`src/rtl/mio_timer_pkg.sv`:
```
// Shared definitions for the MIO timer bank: register map, mode encodings
// and the CTRL register layout.
package mio_timer_pkg;

    localparam logic [1:0] REG_CTRL   = 2'd0;
    localparam logic [1:0] REG_LOAD   = 2'd1;
    localparam logic [1:0] REG_COUNT  = 2'd2;
    localparam logic [1:0] REG_STATUS = 2'd3;

    localparam logic [1:0] MODE_ONESHOT  = 2'b00;
    localparam logic [1:0] MODE_PERIODIC = 2'b01;
    localparam logic [1:0] MODE_FREERUN  = 2'b10;
    localparam logic [1:0] MODE_RSVD     = 2'b11;

    localparam int CTRL_EN_BIT   = 0;
    localparam int CTRL_MODE_LSB = 1;
    localparam int CTRL_MODE_MSB = 2;
    localparam int CTRL_IE_BIT   = 3;
    localparam int CTRL_BITS     = 4;

    // Packed so that a cast of CTRL[3:0] lands each field on its bit position.
    typedef struct packed {
        logic       ie;
        logic [1:0] mode;
        logic       en;
    } ctrl_t;

endpackage

```
`src/rtl/mio_timer_bank_if.sv`:
```
// MIO bus port of the timer bank: single-cycle write strobe plus a
// combinational read path selected by the word address.
interface mio_timer_bank_if #(
    parameter int ADDR_W = 4
) ();
    logic              we;
    logic [ADDR_W-1:0] addr;
    logic [31:0]       wdata;
    logic [31:0]       rdata;

    modport master (output we, addr, wdata, input rdata);
    modport slave  (input we, addr, wdata, output rdata);
endinterface

```
`src/rtl/mio_timer_ch.sv`:
```
// One timer channel: CTRL/LOAD/COUNT/flag storage and the per-mode
// count behaviour. A bus write to CTRL/LOAD/COUNT takes priority over the tick.
module mio_timer_ch
    import mio_timer_pkg::*;
#(
    parameter int WIDTH = 32
) (
    input  logic             clk,
    input  logic             rst,
    input  logic             tick,
    input  logic             wr_en,
    input  logic [1:0]       wr_reg,
    input  logic [31:0]      wdata,
    output ctrl_t            ctrl,
    output logic [WIDTH-1:0] load,
    output logic [WIDTH-1:0] count,
    output logic             flag
);

    ctrl_t            ctrl_nxt;
    logic [WIDTH-1:0] load_nxt;
    logic [WIDTH-1:0] count_nxt;
    logic             flag_nxt;
    logic             expire;
    logic             cfg_wr;
    logic             flag_clr;
    logic             unused_wdata;

    assign cfg_wr       = wr_en && (wr_reg != REG_STATUS);
    assign flag_clr     = wr_en && (wr_reg == REG_STATUS) && wdata[0];
    assign unused_wdata = ^wdata;

    // Next-state: bus write first, otherwise the tick advances by mode.
    always_comb begin
        ctrl_nxt  = ctrl;
        load_nxt  = load;
        count_nxt = count;
        expire    = 1'b0;
        if (cfg_wr) begin
            case (wr_reg)
                REG_CTRL:  ctrl_nxt = ctrl_t'(wdata[CTRL_BITS-1:0]);
                REG_LOAD: begin
                    load_nxt  = wdata[WIDTH-1:0];
                    count_nxt = wdata[WIDTH-1:0];
                end
                REG_COUNT: count_nxt = wdata[WIDTH-1:0];
                default:   ;
            endcase
        end else if (tick && ctrl.en) begin
            case (ctrl.mode)
                MODE_ONESHOT: begin
                    if (count > WIDTH'(1)) begin
                        count_nxt = count - WIDTH'(1);
                    end else begin
                        count_nxt   = '0;
                        expire      = 1'b1;
                        ctrl_nxt.en = 1'b0;
                    end
                end
                MODE_PERIODIC: begin
                    if (count > WIDTH'(1)) begin
                        count_nxt = count - WIDTH'(1);
                    end else begin
                        count_nxt = load;
                        expire    = 1'b1;
                    end
                end
                MODE_FREERUN: begin
                    count_nxt = count + WIDTH'(1);
                    expire    = &count;
                end
                default: ;
            endcase
        end
        // A fresh expiry outranks a simultaneous write-1-to-clear.
        flag_nxt = expire | (flag & ~flag_clr);
    end

    // Channel state registers.
    always_ff @(posedge clk or negedge rst) begin
        if (!rst) begin
            ctrl  <= '0;
            load  <= '0;
            count <= '0;
            flag  <= 1'b0;
        end else begin
            ctrl  <= ctrl_nxt;
            load  <= load_nxt;
            count <= count_nxt;
            flag  <= flag_nxt;
        end
    end

endmodule

```
`src/rtl/mio_timer_bank.sv`:
```
// Multi-channel MIO timer/counter: shared prescaler, NUM_CH channels,
// register read mux and interrupt aggregation.
module mio_timer_bank
    import mio_timer_pkg::*;
#(
    parameter int NUM_CH   = 4,
    parameter int WIDTH    = 32,
    parameter int PRESCALE = 0,
    parameter int CH_BITS  = (NUM_CH > 1) ? $clog2(NUM_CH) : 1
) (
    input  logic              clk,
    input  logic              rst,
    mio_timer_bank_if.slave   bus,
    output logic [NUM_CH-1:0] irq,
    output logic              int_out,
    output logic [WIDTH-1:0]  count0_out
);

    logic               tick;
    logic [1:0]         reg_sel;
    logic [CH_BITS-1:0] ch_sel;
    logic [31:0]        rdata_mux;

    ctrl_t              ch_ctrl  [NUM_CH];
    logic [WIDTH-1:0]   ch_load  [NUM_CH];
    logic [WIDTH-1:0]   ch_count [NUM_CH];
    logic [NUM_CH-1:0]  ch_flag;

    assign reg_sel = bus.addr[1:0];
    assign ch_sel  = bus.addr[CH_BITS+1:2];

    if (PRESCALE == 0) begin : g_no_ps
        assign tick = 1'b1;
    end else begin : g_ps
        localparam int PS_W = $clog2(PRESCALE + 1);
        logic [PS_W-1:0] ps_cnt;

        assign tick = (ps_cnt == PS_W'(PRESCALE));

        // Prescaler counts 0..PRESCALE; tick marks the wrap.
        always_ff @(posedge clk or negedge rst) begin
            if (!rst) begin
                ps_cnt <= '0;
            end else if (tick) begin
                ps_cnt <= '0;
            end else begin
                ps_cnt <= ps_cnt + PS_W'(1);
            end
        end
    end

    for (genvar g = 0; g < NUM_CH; g++) begin : g_ch
        mio_timer_ch #(.WIDTH(WIDTH)) u_ch (
            .clk    (clk),
            .rst    (rst),
            .tick   (tick),
            .wr_en  (bus.we && (ch_sel == CH_BITS'(g))),
            .wr_reg (reg_sel),
            .wdata  (bus.wdata),
            .ctrl   (ch_ctrl[g]),
            .load   (ch_load[g]),
            .count  (ch_count[g]),
            .flag   (ch_flag[g])
        );
        assign irq[g] = ch_flag[g] & ch_ctrl[g].ie;
    end

    // Read mux; channel indices past NUM_CH match nothing and read zero.
    always_comb begin
        rdata_mux = '0;
        for (int i = 0; i < NUM_CH; i++) begin
            if (ch_sel == CH_BITS'(i)) begin
                case (reg_sel)
                    REG_CTRL:  rdata_mux = {28'd0, ch_ctrl[i]};
                    REG_LOAD:  rdata_mux = 32'(ch_load[i]);
                    REG_COUNT: rdata_mux = 32'(ch_count[i]);
                    default:   rdata_mux = {31'd0, ch_flag[i]};
                endcase
            end
        end
    end

    assign bus.rdata  = rdata_mux;
    assign int_out    = |irq;
    assign count0_out = ch_count[0];

endmodule

```
`src/flat_wrapper.sv`:
```
// flat-port wrapper written by rule: the top's interface ports become plain ports
module mio_timer_bank_flat import mio_timer_pkg::*;
#(
    parameter int NUM_CH   = 4,
    parameter int WIDTH    = 32,
    parameter int PRESCALE = 0,
    parameter int CH_BITS  = (NUM_CH > 1) ? $clog2(NUM_CH) : 1
)
  (clk, rst, irq, int_out, count0_out, bus_we, bus_addr, bus_wdata, bus_rdata);
  mio_timer_bank_if #(.ADDR_W(4)) bus_i ();
  input  logic clk;
  input  logic rst;
  output logic [NUM_CH-1:0] irq;
  output logic int_out;
  output logic [WIDTH-1:0] count0_out;
  input wire logic [$bits(bus_i.we)-1:0] bus_we;
  input wire logic [$bits(bus_i.addr)-1:0] bus_addr;
  input wire logic [$bits(bus_i.wdata)-1:0] bus_wdata;
  output wire logic [$bits(bus_i.rdata)-1:0] bus_rdata;
  assign bus_i.we = bus_we;
  assign bus_i.addr = bus_addr;
  assign bus_i.wdata = bus_wdata;
  assign bus_rdata = bus_i.rdata;
  mio_timer_bank #(.NUM_CH(NUM_CH), .WIDTH(WIDTH), .PRESCALE(PRESCALE), .CH_BITS(CH_BITS)) u_core (.clk(clk), .rst(rst), .bus(bus_i), .irq(irq), .int_out(int_out), .count0_out(count0_out));
endmodule
```
`config.mk`:
```
export PLATFORM = sky130hd
export DESIGN_NAME = mio_timer_bank_flat
export DESIGN_NICKNAME = d
export VERILOG_FILES = /design/src/rtl/mio_timer_pkg.sv /design/src/rtl/mio_timer_bank_if.sv /design/src/rtl/mio_timer_ch.sv /design/src/rtl/mio_timer_bank.sv /design/src/flat_wrapper.sv
export SDC_FILE = /design/constraint.sdc
export NUM_CORES = 1
export LEC_CHECK = 0
export BUFFER_PORTS_ARGS = -buffer_cell sky130_fd_sc_hd__buf_2
export CAP_MARGIN = 20
export CORE_MARGIN = 2
export CORE_UTILIZATION = 45
export DETAILED_ROUTE_END_ITERATION = 8
export PLACE_DENSITY_LB_ADDON = 0.05
export SYNTH_ARGS = -nofsm -noshare
export SYNTH_HDL_FRONTEND = slang
export SYNTH_SLANG_ARGS = --single-unit
```
`constraint.sdc`:
```
create_clock -name clk -period 8.4 [get_ports clk]
set_clock_uncertainty 0.1 [all_clocks]
set_input_delay 0.42 -clock clk [delete_from_list [all_inputs] [get_ports clk]]
set_output_delay 0.42 -clock clk [all_outputs]
set_load 0.02 [all_outputs]
```
; Yosys cells after proc, flatten, opt, wreduce, memory -nomap -nowiden
; Index checks and enable logic that the tools add are counted.
[op_classes]
n_mul = 0
n_shift = 0
bitwise_logic = 16
reduce_logical = 52
order_cmp = 4
add_sub_neg = 8
n_div = 0
mux = 65
n_eq_ne = 23
[ops]
columns = cell, n
row1 = $pmux 32 s3, 8
row2 = $mux 32, 21
row3 = $add 32x1->32 const B, 4
row4 = $gt 32x1->1 const B, 4
row5 = $reduce_and 32->1, 4
row6 = $sub 32x1->32 const B, 4
row7 = $mux 1, 32
row8 = $eq 2x2->1 const B, 8
row9 = $logic_and 1x1->1, 16
row10 = $reduce_and 2->1, 8
row11 = $reduce_bool 4->1, 4
row12 = $eq 2x1->1 const B, 6
row13 = $logic_not 2->1, 6
row14 = $reduce_and 3->1, 4
row15 = $ne 2x2->1 const B, 5
row16 = $reduce_or 2->1, 5
row17 = $and 1x1->1, 8
row18 = $ne 2x1->1 const B, 4
row19 = $pmux 1 s2, 4
row20 = $reduce_bool 2->1, 4
row21 = $not 1->1, 4
row22 = $or 1x1->1, 4
row23 = $reduce_or 4->1, 1
[totals]
latch_bits = 0
ram_bits = 0
mem_count = 0
word_cells = 192
out_inout_bits = 69
regBits = 276
inputBits = 39
mem_bits_ro = 0

; Logic depth before layout (Yosys ltp)
; Gate-level depths: netlist (run 1).
[logic_depth]
word_depth = 7
ltp_mapped = 12

; Modules after synthesis
; From an unflattened synthesis (run 1), not the netlist that was laid out.
[hier_totals]
cells_unflattened = 2700
area_unflattened_um2 = 22978.3
[by_module_without_submodules]
columns = module, n_inst, area_each_um2, cells_per_inst
row1 = mio_timer_ch at u_core.g_ch[0].u_ch ..., 2, 5262.5, 598
row2 = mio_timer_ch at u_core.g_ch[3].u_ch, 1, 5062.4, 594
row3 = mio_timer_ch at u_core.g_ch[2].u_ch, 1, 5009.8, 581
row4 = mio_timer_bank, 1, 2381.0, 329

; Least setup slack after synthesis (run 1)
; No wires, ideal clock.
[synth_timing]
kind = register -> register
startpoint = register u_core.g_ch[2].u_ch.count[15]
endpoint = register u_core.g_ch[2].u_ch.count[11]
path_buffers = 3
slack_ps = 5275
period_less_slack_ps = 3125
stages_incl_launch_ff = 11
setup_ps = 127
t_arrival_ps = 2898
t_required_ps = 8173
path_cell_list = dfrtp_1 buf_6 or4_4 or4_4 buf_6 or3_4 o21a_1 buf_6 a221o_1 a221oi_2 nor3_1
[synth_between]
elab_chain_len = 5
word_cells_on_any_way = 6
cone_classes = 1 x order compare / 5 x mux
[synth_lines]
columns = item, line_no
row1 = from (decl), mio_timer_ch.sv:16  ; output logic [WIDTH-1:0] count,
row2 = from (signal assigned), mio_timer_ch.sv:89  ; count <= count_nxt;
row3 = $gt 32x1->1 *, "mio_timer_ch.sv:52, mio_timer_ch.sv:61"
row4 = "$mux 32, on equally long branches", "mio_timer_ch.sv:61, mio_timer_ch.sv:52"
row5 = $pmux 32 s3 *, mio_timer_ch.sv:50  ; case (ctrl.mode)
row6 = $mux 32 *, mio_timer_ch.sv:49  ; end else if (tick && ctrl.en) begin
row7 = $mux 32 *, mio_timer_ch.sv:39  ; if (cfg_wr) begin
; Mark *: on every way between the ends. The rest lies on a longest branch, timed or not. The select of a mux whose other input is x is not followed.
; A chain may end at the register's enable or synchronous reset.

; Worst setup path after layout (run 1)
[layout_timing]
startpoint = register u_core.g_ch[3].u_ch.count[20]
endpoint = register u_core.g_ch[3].u_ch.count[12]
[layout_between]
elab_chain_len = 5
word_cells_on_any_way = 6
cone_classes = 1 x order compare / 5 x mux
[layout_lines]
columns = item, line_no
row1 = from (decl), mio_timer_ch.sv:16
row2 = from (signal assigned), mio_timer_ch.sv:89
row3 = $gt 32x1->1 *, "mio_timer_ch.sv:52, mio_timer_ch.sv:61"
row4 = "$mux 32, on equally long branches", "mio_timer_ch.sv:61, mio_timer_ch.sv:52"
row5 = $pmux 32 s3 *, mio_timer_ch.sv:50
row6 = $mux 32 *, mio_timer_ch.sv:49
row7 = $mux 32 *, mio_timer_ch.sv:39
; Marks and branches as above.

==> out/qor.yml, run 1 <==
outcome:
  outcome: "finished, final reports clean"
cts:
  htree_levels: 2
  clock_root_buffer_master: "clkbuf_16"
  clk_path_buf_depth: 3
  clk_transition_reported_paths_ps: 60
  postCtsResizedCells: 0
  post_cts_buffers: 0
  cts.sinks: 276
  clkLatencyLatePin_ps: 560
  hold_buffers: 1
  cts_tree: "built"
  cts_buffers: 36
synth:
  adder_and_majority_gate_portion_of_the_synthesized_area_pct: 1.86
  ys_async_sr_fraction_pct: 100
  synthCells: 2596
  yosys-mux-area-fraction_pct: 7.73
  combinational_family_with_the_most_area_after_synthesis: "compound AO/OA/AOI/OAI gates"
  synth_enable_flop_cells: 0
  postSynthAreaPerCell_um2: 8.29
  synth_fp_nets: 2667
  postSynthRegisterBits: 276
  post_synth_and_or_nand_nor_area_fraction_pct: 20.7
  yosysUniqueCellTypes: 85
  synthXorXnorAreaFrac_pct: 7.08
  synth_seq_area_share_pct: 32.1
  synth_warnings: 0
  post_synth_main_area_contributors: "dfrtp_1 (32%), mux2_2 (7.5%), a221oi_1 (4.8%), a21oi_1 (4.0%), xnor2_1 (3.9%)"
  area_fraction_in_compound_gates_after_synthesis_pct: 23.6
  synth_top_area_share_pct: 32.1
  post-synth-top-area-cell: "dfrtp_1"
  synthesis.area_um2: 21500
  dominantRegCellSynth: "dfrtp_1"
cells_and_area:
  final_layout_size_suffix_gt1_share_pct: 16.0
  area_growth_syn_to_layout_pct: 7.64
  post_layout_nonfiller_instances: 3116
  layout_commonest_cell: "dfrtp_1"
  layout_common_cells: "dfrtp_1 (276), nor2_1 (193), a21oi_1 (170)"
  final_util_pct: 48.8
  final_cell_area_um2: 23200
  fin_nets: 2547
global_routing:
  grt_overflow: 0
  first_global_vias: 19800
  tot_gr_track_use_pct: 36.7
  grt_max_degree: 92
  grt_pass1_wl_mm: 137
  number_of_antenna_violations_at_the_first_check_in_global_routing: 3
worst_hold_path:
  worst_hold_path_stage_count: 3
  hold_class: "input port to flip-flop"
  endpoint_worst_hold: "u_core.g_ch[1].u_ch.count[29]"
  worstHoldStart: "bus_wdata[29]"
worst_setup_path:
  timing.critical_path.arrival_ps: 4530
  worstSetupEndpointType: "flip-flop"
  worst-endpoint-required_ps: 8760
  timing.reg2reg.worst_path_depth: 6
  crit-reg2reg-launch: "u_core.g_ch[3].u_ch.count[20]"
  timing.critical_path.from_type: "flip-flop"
  worstReg2RegEnd: "u_core.g_ch[3].u_ch.count[12]"
  critical_path_class: "flip-flop to flip-flop"
  worst_setup_slack_for_register_to_register_paths_ps: 4220
  critical_path_peak_fanout: 19
routing:
  post-route-drc-count: 0
  via_count: 21900
  post_drt_wl_per_cell_um: 29.9
  drt_first_pass_iters: 9
  drt_wl_total_mm: 93.1
  drt-initial-drc-count: 3082
  antenna_left: 0
  drt-vias-per-instance: 7.03
job:
  drv_cap: 0
placed_design:
  numPlacedInstances: 3052
  io_buffers: 107
  gp_routability_congestion: 0.982
  dpl_cell_area_um2: 21900
  placement.setup.worst_slack_ps: 4320
  post-dp-hpwl_mm: 63.3
sta:
  fin_tns_setup_ps: 0
  max_slew.worst_pin.slew_ps: 1190
  setup_viol: 0
  timing.final.hold_violations: 0
  final_critical_path_setup_slack_ps: 4220
  unrepaired_setup_endpoints_after_global_routing: "false"
  period_share_pct: 49.7
  fin_crit_ps: 4180
  slew_headroom_pct: 20.5
  drv_slew: 0
  hold-worst-slack_ps: 265
  max_freq_ghz: 0.239
floorplan:
  fp.coreArea_um2: 47400
  die_height_um: 223
  floorplan.rows: 80
  dieArea_um2: 49600
  design.portCount: 108
  die_width_um: 223
  start_util_pct: 45.3
pwr:
  p_leak_nw: 8.78
  power_density_nw_per_um2: 311
  power.ir.vdd_worst_uv: 135
  totalPowerFinal_mw: 7.19
[logic make-up (layout without fill, tap and decap cells)]
group / Yosys count / count (layout)
AOI/OAI and AO/OA: 747 / 747
xor gates and xnor gates: 174 / 174
adders and majority gates: 32 / 32
buffers and inverters: 352 / 255
DFF: 276 / 276
muxes: 147 / 147
other: 0 / 2
and+or+nand+nor: 868 / 868
[layer usage]
layer  routed length, µm  up-vias  GRT usage, %
met3               10000      190          7.06
met5                   0        -             0
met4                5240        0          18.4
li1                    -     9465             -
met2               37800     1369          51.1
met1               40100    10900          53.6
[how the worst max path moves through the flow]
stage                                  startpoint                       endpoint  slack (ps)  cells past startpoint
detailed placement                    bus_addr[2]   u_core.g_ch[1].u_ch.count[5]        4320                     11
floorplan           u_core.g_ch[2].u_ch.count[15]  u_core.g_ch[2].u_ch.count[11]        5280                     10
global route         u_core.g_ch[3].u_ch.count[8]  u_core.g_ch[3].u_ch.count[19]        4080                      7
finish              u_core.g_ch[3].u_ch.count[20]  u_core.g_ch[3].u_ch.count[12]        4220                      6
CTS                  u_core.g_ch[3].u_ch.count[8]  u_core.g_ch[3].u_ch.count[12]        4340                      6
global placement                      bus_addr[0]  u_core.g_ch[3].u_ch.count[21]        4340                     10
[cell type report]
type | count | area, µm²
Fill cell | 4678 | 24300
Multi-Input combinational cell | 1968 | 13200
Sequential cell | 276 | 6910
Clock buffer | 52 | 1070
Timing Repair Buffer | 156 | 918
Tap cell | 615 | 769
Clock inverter | 9 | 148
Inverter | 38 | 143
Antenna cell | 2 | 5.00
[power by group]
| part | switching, mW | leakage, nW | total (mW) | internal [mW] |
|---|---|---|---|---|
| logic | 1.63 | 4.88 | 2.74 | 1.11 |
| registers | 1.06 | 3.30 | 2.81 | 1.76 |
| clock network | 0.638 | 0.600 | 1.64 | 1.00 |
| total | 3.33 | 8.78 | 7.19 | 3.87 |
[sequential cells by signal, indices dropped and copies added (netlist names)]
register and count:
u_core.g_ch.u_ch.load 128, u_core.g_ch.u_ch.ctrl 16, u_core.g_ch.u_ch.flag 4, u_core.g_ch.u_ch.count 128
[worst max-delay path, cell delays in order, from the launching register on]
cell	delay [ps]
dfrtp_1	520
or4_1	600
or4_1	520
nor3_2	950
and3_1	960
nand2_1	130
a221oi_1	290
[synth_stat cells (13+ instances only)]
master,number
a31oi_1,15
dfrtp_1,276
a22oi_1,77
a21oi_1,171
and4_1,15
or3_1,40
buf_1,40
nand3_1,94
mux2_2,143
o221ai_1,13
nor4_1,36
o22ai_1,28
clkbuf_1,222
or4_1,24
nor3_1,137
and2_1,17
a211oi_1,61
a221oi_1,119
nor2_1,194
buf_4,32
xnor2_1,97
buf_2,14
inv_1,38
o21ai_0,148
nand4_1,56
and3_1,38
xor2_1,77
ha_1,32
nand2_1,159
No activity file was read; power rests on OpenSTA's default activity.
==> run 2, diff against run 1 <==
ABC_AREA = 1   (was default)
clock period = 3.5 ns   (was 8.4 ns; I/O delays follow)
==> out/qor.yml, run 2 <==
floorplan:
  design.portCount: 108
  dieArea_um2: 57500
  floorplan.rows: 86
  die_height_um: 240
  fp.coreArea_um2: 55100
  start_util_pct: 45.4
  die_width_um: 240
cts:
  cts_tree: "built"
  clk_transition_reported_paths_ps: 60
  clk_path_buf_depth: 3
  post_cts_buffers: 0
  clock_root_buffer_master: "clkbuf_16"
  htree_levels: 2
  postCtsResizedCells: 0
  cts.sinks: 276
  clkLatencyLatePin_ps: 600
  hold_buffers: 30
  cts_buffers: 38
sta:
  slew_headroom_pct: 12.6
  drv_slew: 0
  timing.final.hold_violations: 0
  period_share_pct: 104
  max_freq_ghz: 0.275
  setup_viol: 1
  final_critical_path_setup_slack_ps: -141
  max_slew.worst_pin.slew_ps: 1280
  unrepaired_setup_endpoints_after_global_routing: "false"
  fin_crit_ps: 3640
placed_design:
  post-dp-hpwl_mm: 93.1
  placement.setup.worst_slack_ps: 440
  io_buffers: 107
  gp_routability_congestion: 1.05
worst_setup_path:
  worst-endpoint-required_ps: 3220
  crit_start: "u_core.g_ch[1].u_ch.count[30]"
  critical_path_class: "flip-flop to primary output"
  critical_path_peak_fanout: 7
  crit-reg2reg-launch: "u_core.g_ch[2].u_ch.count[0]"
  timing.critical_path.from_type: "flip-flop"
  timing.critical_path.arrival_ps: 3370
  worstSetupEndpointType: "primary output"
synth:
  post-synth-top-area-cell: "dfrtp_1"
  postSynthAreaPerCell_um2: 6.32
  synth_top_area_share_pct: 27.6
  yosysUniqueCellTypes: 62
  post_synth_main_area_contributors: "dfrtp_1 (28%), nand2_1 (17%), o21ai_0 (7.1%), nand3_1 (5.8%), inv_1 (5.2%)"
  dominantRegCellSynth: "dfrtp_1"
  postSynthRegisterBits: 276
  ys_async_sr_fraction_pct: 100
  synth_enable_flop_cells: 0
  synth_fp_nets: 4034
  synthesis.area_um2: 25000
  synth_seq_area_share_pct: 27.6
  synth.top_cells.by_count: "nand2_1 (1,131), o21ai_0 (353), inv_1 (348)"
  synth_warnings: 0
  post-synth-top-count-cell: "nand2_1"
  synthCells: 3963
cells_and_area:
  area_growth_syn_to_layout_pct: 9.41
  largest_registers: "u_core.g_ch.u_ch.count: 128 flops, u_core.g_ch.u_ch.load: 128 flops, u_core.g_ch.u_ch.ctrl: 16 flops"
  final_layout_size_suffix_gt1_share_pct: 12.1
  layout_common_cells: "nand2_1 (1,128), o21ai_0 (353), inv_1 (347)"
  final_util_pct: 49.7
  fin_nets: 4037
  layout_commonest_cell: "nand2_1"
routing:
  drt-initial-drc-count: 4070
  drt_wl_total_mm: 126
  drt-vias-per-instance: 6.07
  antenna_left: 0
  via_count: 28800
  post-route-drc-count: 0
  post_drt_wl_per_cell_um: 26.5
  drt_first_pass_iters: 6
outcome:
  failed_checks: "setup timing"
  outcome: "finished, violations left"
pwr:
  p_leak_nw: 12.5
  power.ir.vdd_worst_uv: 468
  power_density_nw_per_um2: 783
global_routing:
  number_of_antenna_violations_at_the_first_check_in_global_routing: 7
  first_global_vias: 26000
  tot_gr_track_use_pct: 43.3
  grt_max_degree: 70
  grt_overflow: 0
  grt_pass1_wl_mm: 182
worst_hold_path:
  hold_class: "input port to asynchronous set/reset pin"
job:
  drv_cap: 0
-- run 2: cell count changes after synthesis, moves of 124 or more --
cell / before / now
nand3_1: 94 / 288
clkbuf_1: 222 / 91
o21ai_1: 1 / 125
mux2_2: 143 / 1
nor2_1: 194 / 321
inv_1: 38 / 348
o21ai_0: 148 / 353
nand2_1: 159 / 1131
-- run 2: metal layers --
| layer | up-vias | global-route usage, % | routed length (µm) |
|---|---|---|---|
| met2 | 1852 | 61.6 | 50700 |
| met1 | 13500 | 60.4 | 52300 |
| met4 | 6 | 22.7 | 7860 |
| li1 | 13100 | - | - |
| met5 | - | 0 | 38 |
| met3 | 318 | 10.5 | 14800 |
-- run 2: report_power, final --
part / internal (mW) / switching [mW] / total [mW]
combinational: 3.26 / 7.75 / 11.0
sequential: 4.18 / 2.05 / 6.23
clock: 2.47 / 1.74 / 4.21
total: 9.91 / 11.5 / 21.5
-- run 2: logic make-up after synthesis --
kind of cell             count (synthesis)  synth area share [%]
AND/OR/NAND/NOR                       2002                  35.3
AO/OA/AOI/OAI                          932                  21.3
buffers and inverters                  662                  12.1
flip-flops                             276                  27.6
XOR/XNOR                                58                  2.03
adder cells (fa/ha/maj)                 32                  1.60
multiplexers                             1                0.0450
-- run 2: worst paths after layout --
| kind | to | cells past startpoint | slack, ps |
|---|---|---|---|
| min in group clk | u_core.g_ch[0].u_ch.load[13] | 3 | 80 |
| worst min register to register | u_core.g_ch[1].u_ch.load[6] | 2 | 380 |
| worst max-delay path | bus_rdata[30] | 6 | -140 |
| max in group asynchronous | u_core.g_ch[0].u_ch.count[31] | 3 | 2370 |
| worst max register to register | u_core.g_ch[2].u_ch.count[11] | 12 | 710 |
| worst min-delay path | u_core.g_ch[3].u_ch.count[9] | 2 | 10 |
-- run 2: worst max-delay path, cell delays in order (launching register included) --
cell and delay (ps):
dfrtp_1 500, inv_1 220, o221ai_1 290, o21ai_0 240, a2111oi_0 1120, buf_4 250, buf_2 160
-- run 2: area by class of cell --
type                       instances  area, µm²
fill                            5952      27700
multi-input combinational       3025      15100
sequential                       276       6910
timing repair buffer             225       1610
inverter                         400       1510
clock buffer                      47       1070
tap                              748        936
clock inverter                    22        241
antenna                            4       10.0
-- run 2: stage by stage --
step,area (µm²),total power [mW],hold WS [ps],TNS (ps),instances
CTS,27400,21.1,23.0,0,4743
global placement,25800,16.8,57.8,0,4644
detailed placement,25800,16.8,56.3,0,4644
finish,27400,21.5,10.4,-141,4747
floorplan,25000,13.4,-221,0,3963
global route,27400,22.7,59.5,0,4743
